==> src/rtl/mem_arbiter_pkg.sv <==
// mem_arbiter_pkg: shared cache/memory interface types and arbiter enums
package mem_arbiter_pkg;
  typedef struct packed {
    logic         req;
    logic         w_en;
    logic [31:0]  addr;
    logic [127:0] w_data;
  } type_cache2mem_s;
  typedef struct packed {
    logic         ack;
    logic [127:0] r_data;
  } type_mem2cache_s;
  typedef enum logic [1:0] {MEM_ARB_IDLE, MEM_ARB_BUSY, MEM_ARB_DONE} type_mem_arb_states_e;
  typedef enum logic {ARB_ICACHE, ARB_DCACHE} type_mem_arb_port_e;
endpackage

==> src/rtl/mem_arb_sel.sv <==
// mem_arb_sel: two-way winner select, round-robin or dcache-priority on ties
module mem_arb_sel
  import mem_arbiter_pkg::*;
#(
  parameter int ARB_MODE = 0
) (
  input  logic [1:0]         req,
  input  type_mem_arb_port_e last_grant,
  output type_mem_arb_port_e winner
);
  assign winner = (req == 2'b11)
                ? ((ARB_MODE == 1 || last_grant == ARB_ICACHE) ? ARB_DCACHE : ARB_ICACHE)
                : (req[1] ? ARB_DCACHE : ARB_ICACHE);
endmodule

==> src/rtl/mem_arbiter.sv <==
// mem_arbiter: merges icache/dcache line requests onto one memory port, one transaction at a time
module mem_arbiter
  import mem_arbiter_pkg::*;
#(
  parameter int ARB_MODE       = 0,
  parameter int TIMEOUT_CYCLES = 255
) (
  input  logic            clk,
  input  logic            rst,
  input  type_cache2mem_s icache2mem_i,
  output type_mem2cache_s mem2icache_o,
  input  type_cache2mem_s dcache2mem_i,
  output type_mem2cache_s mem2dcache_o,
  output type_cache2mem_s arb2mem_o,
  input  type_mem2cache_s mem2arb_i,
  output logic            timeout_o
);
  localparam logic [7:0] WD_MAX = 8'(TIMEOUT_CYCLES);
  type_mem_arb_states_e state, state_next;
  type_mem_arb_port_e   grant, last_grant, winner;
  logic [7:0]           wd_cnt;
  logic                 any_req;
  mem_arb_sel #(.ARB_MODE(ARB_MODE)) u_sel (
    .req        ({dcache2mem_i.req, icache2mem_i.req}),
    .last_grant (last_grant),
    .winner     (winner)
  );
  // Responses only pass through while a transaction is live; stray acks are dropped.
  always_comb begin
    any_req      = icache2mem_i.req | dcache2mem_i.req;
    state_next   = (state == MEM_ARB_IDLE) ? (any_req ? MEM_ARB_BUSY : MEM_ARB_IDLE)
                 : (state == MEM_ARB_BUSY) ? (mem2arb_i.ack ? MEM_ARB_DONE : MEM_ARB_BUSY)
                 : MEM_ARB_IDLE;
    mem2icache_o = (state == MEM_ARB_BUSY && grant == ARB_ICACHE) ? mem2arb_i : type_mem2cache_s'('0);
    mem2dcache_o = (state == MEM_ARB_BUSY && grant == ARB_DCACHE) ? mem2arb_i : type_mem2cache_s'('0);
  end
  always_ff @(posedge clk or posedge rst) begin
    if (rst) begin
      state      <= MEM_ARB_IDLE;
      grant      <= ARB_ICACHE;
      last_grant <= ARB_ICACHE;
      arb2mem_o  <= '0;
      wd_cnt     <= '0;
      timeout_o  <= 1'b0;
    end else begin
      state <= state_next;
      if (state == MEM_ARB_IDLE && any_req) begin
        grant     <= winner;
        arb2mem_o <= (winner == ARB_DCACHE) ? dcache2mem_i : icache2mem_i;
        wd_cnt    <= '0;
      end
      if (state == MEM_ARB_BUSY) begin
        if (mem2arb_i.ack) begin
          arb2mem_o  <= '0;
          last_grant <= grant;
        end else if (wd_cnt != WD_MAX) begin
          wd_cnt <= wd_cnt + 8'd1;
        end
        if (!mem2arb_i.ack && wd_cnt == WD_MAX - 8'd1)
          timeout_o <= 1'b1;
      end
    end
  end
endmodule

==> config.mk <==
export PLATFORM = sky130hd
export DESIGN_NAME = mem_arbiter
export DESIGN_NICKNAME = d
export VERILOG_FILES = /design/src/rtl/mem_arbiter_pkg.sv /design/src/rtl/mem_arb_sel.sv /design/src/rtl/mem_arbiter.sv
export SDC_FILE = /design/constraint.sdc
export NUM_CORES = 1
export LEC_CHECK = 0
export BUFFER_PORTS_ARGS = -buffer_cell sky130_fd_sc_hd__buf_2
export CORE_AREA = 2 2 341 343
export CTS_BUF_LIST = sky130_fd_sc_hd__clkbuf_8
export CTS_CLUSTER_DIAMETER = 40
export DETAILED_ROUTE_END_ITERATION = 6
export DIE_AREA = 0 0 343 345
export GPL_TIMING_DRIVEN = 0
export HOLD_SLACK_MARGIN = 0.08
export SYNTH_ARGS = -nofsm -noshare
export SYNTH_HDL_FRONTEND = slang
export SYNTH_SLANG_ARGS = --single-unit
export TNS_END_PERCENT = 100
==> constraint.sdc <==
create_clock -name clk -period 6.5 [get_ports clk]
set_input_delay 1.3 -clock clk [delete_from_list [all_inputs] [get_ports clk]]
set_output_delay 1.3 -clock clk [all_outputs]
set_load 0.1 [all_outputs]
==> results of run 1 <==
[logic make-up (layout without fill, tap and decap cells)]
kind of cell / after synthesis / count (layout) / synth area share (%)
fa+ha+maj: 2 / 2 / 0.235
mux: 162 / 162 / 15.2
other cells: 0 / 11 / 0
flops: 175 / 175 / 41.1
compound gates: 182 / 182 / 15.5
buf+inv: 118 / 1026 / 5.58
simple gates: 450 / 450 / 22.3
[per-layer routing]
layer | GRT usage [%] | up-vias | wire length (um)
met1 | 16.1 | 5990 | 33400
met4 | 4.14 | 4 | 1900
li1 | - | 5655 | -
met2 | 20.9 | 723 | 36600
met5 | 0 | - | 21
met3 | 4.65 | 65 | 8240
[stage by stage]
stage | area (um^2) | util (%) | setup TNS, ns
CTS | 17400 | 15.1 | 0
global placement | 16900 | 14.7 | -398.57
global route | 17400 | 15.1 | 0
floorplan | 10600 | - | 0
finish | 17400 | 15.1 | 0
detailed placement | 17000 | 14.7 | 0
[state kept, by name, indices dropped and copies added, names as in the netlist]
register	count
state	2
grant	1
last_grant	1
timeout_o	1
arb2mem_o	162
wd_cnt	8
[how the worst max path moves through the flow]
stage	endpoint	from	cells after the start	slack, ns
CTS	mem2dcache_o[127]	state[1]	5	1.73
floorplan	arb2mem_o[0]	rst	1	0.45
global route	mem2icache_o[104]	state[1]	6	1.55
global placement	arb2mem_o[125]	rst	2	-2.33
finish	mem2icache_o[104]	state[1]	6	1.80
detailed placement	mem2dcache_o[127]	state[1]	5	2.46
[final cells by class]
type / count / area (um^2) / area share (%)
antenna: 11 / 27.5 / 0.158
clock inverter: 14 / 178 / 1.02
inverter: 4 / 22.5 / 0.129
tap: 1524 / 1910 / 10.9
clock buffer: 18 / 248 / 1.42
buffer: 114 / 579 / 3.33
sequential: 175 / 4380 / 25.1
multi-input combinational: 796 / 5670 / 32.6
timing repair buffer: 876 / 4410 / 25.3
[worst max-delay path, delay by kind of cell, from the launching register on]
family                 cells  cell delay [ns]
flip-flops                 1             0.43
AND/OR/NAND/NOR            3             1.05
buffers and inverters      3             1.34
[cell usage after synthesis, types with 4 or more instances]
| cell | number | share of area [%] |
|---|---|---|
| clkbuf_1 | 48 | 1.7 |
| buf_4 | 8 | 0.56 |
| a211oi_1 | 101 | 7.1 |
| clkbuf_4 | 5 | 0.35 |
| buf_2 | 43 | 2.0 |
| a211oi_2 | 60 | 7.1 |
| and2_1 | 128 | 7.5 |
| mux2i_1 | 162 | 15 |
| buf_6 | 5 | 0.53 |
| buf_1 | 4 | 0.14 |
| dfrtp_1 | 175 | 41 |
| nor2_1 | 170 | 6.0 |
| nand2_1 | 9 | 0.32 |
| nand3_1 | 6 | 0.28 |
| and3_1 | 130 | 7.6 |
==> results by group, run 1 <==
STA
  – Fin crit period: ~4.7 ns
  – Crit share post-route: between 70% and 80%
  – Actual slew at the worst max-slew pin: approximately 1.2 ns
  – Setup Skew: between 0.02 and 0.03 ns
  – Final Hold Fails: 0
  – Relative slew slack: 23.1%
  – Max Slew Vio Count: 0
  – Maximum clock rate: 213 MHz
  – Worst hold slack: 0.489 ns
  – Finish-stage setup viols: 0
  – RSZ-0062 raised after global routing: no
  – Final worst slack: roughly 1.8 ns

Route
  – Via/cell ratio: roughly 3.5
  – Post-DR wirelength/cell: between 20 and 25 um
  – Post-route DRC violation count: 0
  – Violation count after the first detailed-routing iteration: roughly 840
  – Post-Route WL: about 80 mm
  – ANT nets after route: 0
  – Vias: ~12000
  – Detailed Routing Iterations Pass 1: 7

Cells and area
  – Layout fillers: roughly 13000
  – Synth-to-Final Area Change: 63.6%
  – Fin cells: about 3500
  – Most frequent cells in the layout: buf_2 (918), dfrtp_1 (175), nor2_1 (170)
  – Layout cells sized above 1: 51.8%
  – Commonest non-fill, non-tap cell in the layout: buf_2
  – Final net count: around 2400

Critical path
  – Reg-to-reg setup timing slack: 3.88 ns
  – Critical path required time: 5.20 ns
  – Reg2reg start: state[1]
  – Crit path DAT: around 3.4 ns
  – Max stage delay on crit path: roughly 0.53 ns
  – CP max-delay cell: clkbuf_1
  – CP startpoint kind: flop
  – CP most frequent cell: buf_2
  – Crit end category: output pin
  – Setup Crit Path Kind: flop to output pin
  – Crit path cell chain: nor2b_2, nor2b_1, buf_2, clkbuf_1, and2_1, buf_2
  – R2r endpoint: arb2mem_o[159]
  – Worst-path fanout max: 11
  – Worst R2R Path Depth: 5

Global routing
  – GRT overflow: 0
  – Largest net degree at the start of global routing: between 100 and 150
  – Gr usage total: between 10% and 20%
  – Vias in the first global route: between 10000 and 15000
  – First-pass GRT wire length: roughly 100 mm
  – Initial antenna violation count: 28

Logic synthesis
  – Seq/Total Area, Yosys: 41.1%
  – Main synth FF type: dfrtp_1
  – Synth Area per Inst: between 9 and 10 um^2
  – Synth Cell Area: 0.0106 mm^2
  – #FFs+latches synth: ~180
  – YS warnings: 0
  – Unique masters post-synth: just over 40
  – Cells after synthesis: 1089
  – Ys async rst share: between 90% and 100%
  – Syn_nets: 1546
  – EDFF count, synth: 0

Clock tree
  – Setup repair bufs after CTS: 0
  – Post-cts resize count: 0
  – Clock Tree Root: clkbuf_8
  – Clk buf depth: 2
  – TritonCTS clock tree: done
  – Worst-path clk slew: between 0.1 and 0.15 ns
  – Skew-Pair Late Insertion Delay: ~0.56 ns
  – CTS Buf Count: 17
  – TritonCTS Sinks: approximately 180
  – Hold_buf cts: 0
  – CTS H-Tree Depth: 4

Placement
  – Final GP Congestion: ~0.97
  – Placed instance count: roughly 3500
  – Final HPWL DP: 70.3 mm
  – DP Worst Slack: about 2.5 ns
  – PortBufs: between 800 and 900

Min path
  – Worst hold path type: flop to flop
  – Hold Crit Endpoint: timeout_o
  – Worst hold stages: 1
  – Min-delay src: timeout_o

Floorplanning
  – Die W: between 300 and 400 um
  – Die area: approximately 0.12 mm^2
  – Die outline height: 345 um
  – Area of the core: roughly 0.12 mm^2
  – Initial core utilization: under 10%
  – Rows: around 130
  – I/O pins: around 880

Flow run
  – Max_cap viols: 0

Status
  – Run status: complete, no violations
Power of run 1 is not shown: default switching activity piles up to over one toggle a cycle in this logic, so the estimate is an artifact.
==> run 2: changes to the inputs <==
- clock period: 6.5 -> 4.7 ns (I/O delays scaled with it)
==> results by group, run 2 (synthesis results as in run 1) <==
Min path
  – Worst hold stages: 1 (unchanged)
  – Worst hold path type: flop to flop (unchanged)

STA
  – Maximum clock rate: around 240 MHz
  – Finish-stage setup viols: 0 (unchanged)
  – Setup TNS: 0 ns (unchanged)
  – Fin crit period: about 4.2 ns
  – Setup Skew: 0.0295 ns (was 0.0256 ns)
  – Final Hold Fails: 0 (unchanged)
  – RSZ-0062 raised after global routing: no (unchanged)
  – Max Slew Vio Count: 0 (unchanged)
  – Actual slew at the worst max-slew pin: 1.04 ns (was 1.15 ns)
  – Relative slew slack: 30.7% (was 23.1%)
  – Crit share post-route: 88.6%

Status
  – Run status: complete, no violations (unchanged)

Route
  – ANT nets after route: 0 (unchanged)
  – Post-Route WL: 81.6 mm (was 80.1 mm)
  – Detailed Routing Iterations Pass 1: 5 (was 7)
  – Via/cell ratio: 3.55 (was 3.52)
  – Post-route DRC violation count: 0 (unchanged)
  – Post-DR wirelength/cell: 23.1 um (was 22.7 um)
  – Violation count after the first detailed-routing iteration: 814 (was 835)
  – Vias: 12500 (was 12400)

Floorplanning
  – Rows: 125 (unchanged)
  – Die outline height: 345 um (unchanged)
  – I/O pins: 876 (unchanged)
  – Area of the core: 0.115 mm^2 (unchanged)
  – Initial core utilization: 9.25% (unchanged)
  – Die W: 343 um (unchanged)
  – Die area: 0.118 mm^2 (unchanged)

Clock tree
  – Clk buf depth: 2 (unchanged)
  – Setup repair bufs after CTS: 0 (unchanged)
  – Hold_buf cts: 0 (unchanged)
  – TritonCTS clock tree: done (unchanged)
  – Post-cts resize count: 0 (unchanged)
  – TritonCTS Sinks: 175 (unchanged)
  – CTS Buf Count: 17 (unchanged)
  – CTS H-Tree Depth: 4 (unchanged)
  – Skew-Pair Late Insertion Delay: 0.56 ns (about the same)
  – Worst-path clk slew: 0.12 ns (was 0.11 ns)
  – Clock Tree Root: clkbuf_8 (unchanged)

Critical path
  – Worst-path fanout max: 10 (was 11)
  – Setup Crit Path Kind: flop to output pin (unchanged)
  – Crit end category: output pin (unchanged)
  – Crit path DAT: 3.23 ns (was 3.40 ns)
  – Worst R2R Path Depth: 6 (was 5)
  – CP startpoint kind: flop (unchanged)
  – Critical path required time: 3.76 ns (was 5.20 ns)

Global routing
  – Vias in the first global route: 12600 (was 12400)
  – Initial antenna violation count: 17 (was 28)
  – First-pass GRT wire length: 106 mm (was 104 mm)
  – GRT overflow: 0 (unchanged)
  – Largest net degree at the start of global routing: 43 (was 102)
  – Gr usage total: 13.2% (was 13.0%)

Cells and area
  – Synth-to-Final Area Change: 63.7% (was 63.6%)
  – Layout fillers: 13200 (about the same)
  – Top flop regs: arb2mem_o: 162 flops, wd_cnt: 8 flops, state: 2 flops (unchanged)
  – Most frequent cells in the layout: buf_2 (918), dfrtp_1 (175), nor2_1 (170) (unchanged)
  – Final core utilization: 15.1% (about the same)
  – Commonest non-fill, non-tap cell in the layout: buf_2 (unchanged)
  – Max reg flops: 162 (unchanged)
  – Most flops, register: arb2mem_o (unchanged)
  – Layout cells sized above 1: 51.9% (was 51.8%)
  – Final net count: 2444 (was 2441)

Placement
  – Final GP Congestion: 1.01 (was 0.968)
  – Final HPWL DP: 71.2 mm (was 70.3 mm)
  – PortBufs: 875 (unchanged)

Flow run
  – Max_cap viols: 0 (unchanged)
run 2: path summary, 6_finish.rpt:
| path | startpoint | to | slack [ns] |
|---|---|---|---|
| hold reg to reg | timeout_o | timeout_o | 0.48 |
| setup reg to reg | last_grant | arb2mem_o[156] | 2.13 |
| setup / recovery | state[1] | mem2icache_o[109] | 0.53 |
| min in group asynchronous | rst | arb2mem_o[80] | 0.49 |
| max in group asynchronous | rst | arb2mem_o[141] | 2.99 |
| hold / removal | timeout_o | timeout_o | 0.48 |
run 2: layout make-up:
type                            count  area, um^2  area share [%]
Multi-Input combinational cell    796        5670            32.5
Timing Repair Buffer              879        4460            25.6
Sequential cell                   175        4380            25.1
Tap cell                         1524        1910            10.9
Buffer                            114         579            3.32
Clock buffer                       17         234            1.34
Clock inverter                     15         146           0.840
Antenna cell                       13        32.5           0.187
Inverter                            4        18.8           0.108
run 2: metrics by stage:
| step | std cells | worst slack (ns) | hold WS, ns | area [um^2] |
|---|---|---|---|---|
| floorplan | 1089 | 1.49 | 0.474 | 10600 |
| global placement | 3488 | 0.0263 | 0.457 | 16900 |
| detailed placement | 3492 | 0.970 | 0.457 | 17000 |
| CTS | 3524 | 0.193 | 0.370 | 17400 |
| global route | 3526 | 0.115 | 0.471 | 17400 |
| finish | 3537 | 0.534 | 0.477 | 17400 |
run 2: worst max-delay path, stage by stage (launching register included):
cell      delay, ns
dfrtp_1        0.46
nor2b_2        0.29
nor2b_1        0.20
clkbuf_1       0.68
buf_2          0.33
and2_1         0.19
buf_2          0.49
run 2: layer usage:
layer / track usage (%) / up-vias / share of wire (%)
li1: - / 5668 / -
met1: 17.1 / 6029 / 43
met2: 20.2 / 748 / 43
met3: 4.43 / 90 / 10
met4: 5.15 / 8 / 3.5
met5: 0 / - / 0.059
Power of run 2 is left out for the same reason.
==> run 3: changes to the inputs <==
- PLACE_DENSITY: not set -> 0.35
- TNS_END_PERCENT: 100 -> 5
- clock period: 4.7 -> 3.95 ns (I/O delays scaled with it)
==> results by group, run 3 (synthesis results as in run 1) <==
Floorplanning
  – Die area: 0.118 mm^2 (unchanged)
  – I/O pins: 876 (unchanged)
  – Die outline height: 345 um (unchanged)
  – Rows: 125 (unchanged)
  – Die W: 343 um (unchanged)
  – Area of the core: 0.115 mm^2 (unchanged)
  – Initial core utilization: 9.25% (unchanged)

Global routing
  – Largest net degree at the start of global routing: 37 (was 43)
  – GRT overflow: 0 (unchanged)
  – Initial antenna violation count: 13 (was 17)
  – Vias in the first global route: 12600 (about the same)
  – Gr usage total: 12.7% (was 13.2%)
  – First-pass GRT wire length: 104 mm (was 106 mm)

Route
  – Via/cell ratio: 3.46 (was 3.55)
  – Post-route DRC violation count: 0 (unchanged)
  – ANT nets after route: 0 (unchanged)
  – Post-DR wirelength/cell: 22.1 um (was 23.1 um)
  – Violation count after the first detailed-routing iteration: 742 (was 814)
  – Detailed Routing Iterations Pass 1: 5 (unchanged)
  – Vias: 12200 (was 12500)
  – Post-Route WL: 77.9 mm (was 81.6 mm)

STA
  – Maximum clock rate: 261 MHz
  – Setup Skew: 0.0207 ns (was 0.0295 ns)
  – Actual slew at the worst max-slew pin: 1.16 ns (was 1.04 ns)
  – Max Slew Vio Count: 0 (unchanged)
  – Finish-stage setup viols: 0 (unchanged)
  – Setup TNS: 0 ns (unchanged)
  – RSZ-0062 raised after global routing: yes (was no)
  – Worst hold slack: 0.321 ns (was 0.477 ns)
  – Fin crit period: approximately 3.8 ns
  – Final Hold Fails: 0 (unchanged)
  – Crit share post-route: between 90% and 100%
  – Relative slew slack: 22.7% (was 30.7%)

Critical path
  – Crit end category: output pin (unchanged)
  – Worst R2R Path Depth: 5 (was 6)
  – Crit path cell chain: clkbuf_1, clkbuf_1, and3_1, buf_2 (was nor2b_2, nor2b_1, clkbuf_1, buf_2, and2_1, buf_2)
  – CP startpoint kind: flop (unchanged)
  – Worst-path fanout max: 10 (unchanged)
  – Worst path bufs/invs: 3 (unchanged)
  – Setup Crit Path Kind: flop to output pin (unchanged)
  – Max stage delay on crit path: 0.72 ns (was 0.68 ns)
  – Crit path DAT: 3.04 ns (was 3.23 ns)
  – CP most frequent cell: clkbuf_1 (was buf_2)
  – Total stage count of the critical path: 4 (was 6)
  – Reg2reg start: state[1] (was last_grant)
  – Crit path max-delay family: buffers and inverters (unchanged)
  – Critical path required time: 3.16 ns (was 3.76 ns)
  – CP max-delay cell: clkbuf_1 (unchanged)
  – Crit. Startpoint: grant (was state[1])

Placement
  – Final GP Congestion: 0.909 (was 1.01)
  – Final HPWL DP: 67.9 mm (was 71.2 mm)
  – PortBufs: 875 (unchanged)

Cells and area
  – Area used by multi-input combinational logic: 0.00567 mm^2 (unchanged)
  – Final net count: 2445 (was 2444)
  – FF/Latch Area: 0.00438 mm^2 (unchanged)
  – Synth-to-Final Area Change: 64.3% (was 63.7%)
  – Layout cells sized above 1: 52.0% (was 51.9%)
  – Max reg flops: 162 (unchanged)
  – Commonest non-fill, non-tap cell in the layout: buf_2 (unchanged)
  – Top flop regs: arb2mem_o: 162 flops, wd_cnt: 8 flops, state: 2 flops (unchanged)
  – Most frequent cells in the layout: buf_2 (908), dfrtp_1 (175), nor2_1 (170) (was buf_2 (918), dfrtp_1 (175), nor2_1 (170))
  – Most flops, register: arb2mem_o (unchanged)
  – Layout fillers: 13300 (was 13200)

Clock tree
  – CTS H-Tree Depth: 4 (unchanged)
  – TritonCTS Sinks: 175 (unchanged)
  – Hold_buf cts: 0 (unchanged)
  – Skew-Pair Late Insertion Delay: 0.57 ns (was 0.56 ns)
  – Clock Tree Root: clkbuf_8 (unchanged)
  – Clk buf depth: 2 (unchanged)
  – Worst-path clk slew: 0.12 ns (about the same)
  – TritonCTS clock tree: done (unchanged)
  – CTS Buf Count: 17 (unchanged)

Min path
  – Worst hold path type: primary input to async pin (was flop to flop)

Status
  – Run status: complete, no violations (unchanged)

Flow run
  – Max_cap viols: 0 (unchanged)
-- run 3: cell count changes in the layout (fill, tap and decap cells not counted), sizes merged --
cell / delta
clkinvlp: -3
inv: -3
bufinv: +3
clkinv: +1
clkbuf: +11
buf: -8
diode: -9
-- run 3: final cells by class --
class                   count  area share [%]
diodes                      4          0.0572
plain buffers             114            3.33
clock buffers              19            1.49
clock inverters            13           0.916
inverters                   4           0.107
multi-input cells         796            32.4
flip-flops and latches    175            25.0
well taps                1524            10.9
repair buffers            880            25.7
-- run 3: worst paths after layout --
kind | endpoint | slack [ns]
worst max-delay path | mem2dcache_o[100] | 0.12
worst min-delay path | arb2mem_o[75] | 0.32
worst max register to register | arb2mem_o[154] | 1.52
worst min register to register | timeout_o | 0.49
max in group asynchronous | arb2mem_o[145] | 2.40
min in group clk | timeout_o | 0.49
-- run 3: repair_timing --
item                                    4_1_cts  5_1_grt
buffers inserted                              0        0
gates cloned                                  0        0
endpoints found under the hold margin         0        0
endpoints found under the setup margin       13       34
gates resized for setup                       3        9
-- run 3: metrics by stage --
stage                     instance area [um^2]  std cells  util [%]  setup WS, ns
after floorplan                          10600       1089         -         0.921
after global placement                   16900       3488      14.7        -0.887
after detailed placement                 17000       3493      14.8         0.596
after CTS                                17500       3525      15.2        0.0362
after global routing                     17500       3525      15.2        -0.113
final                                    17500       3529      15.2         0.118
-- run 3: worst register-to-register path, cell delays in order (launching register included) --
cell and delay (ns):
dfrtp_1 0.44, nor2b_2 0.30, nand2_1 0.16, inv_2 0.31, clkbuf_1 0.89, a211oi_1 0.13
-- run 3: layer usage --
layer / GRT usage, % / share of wire, %
met5: 0 / 0.0090
met4: 3.23 / 1.8
met3: 4.41 / 10
met2: 21.0 / 47
met1: 15.6 / 41
Power of run 3 is left out for the same reason.
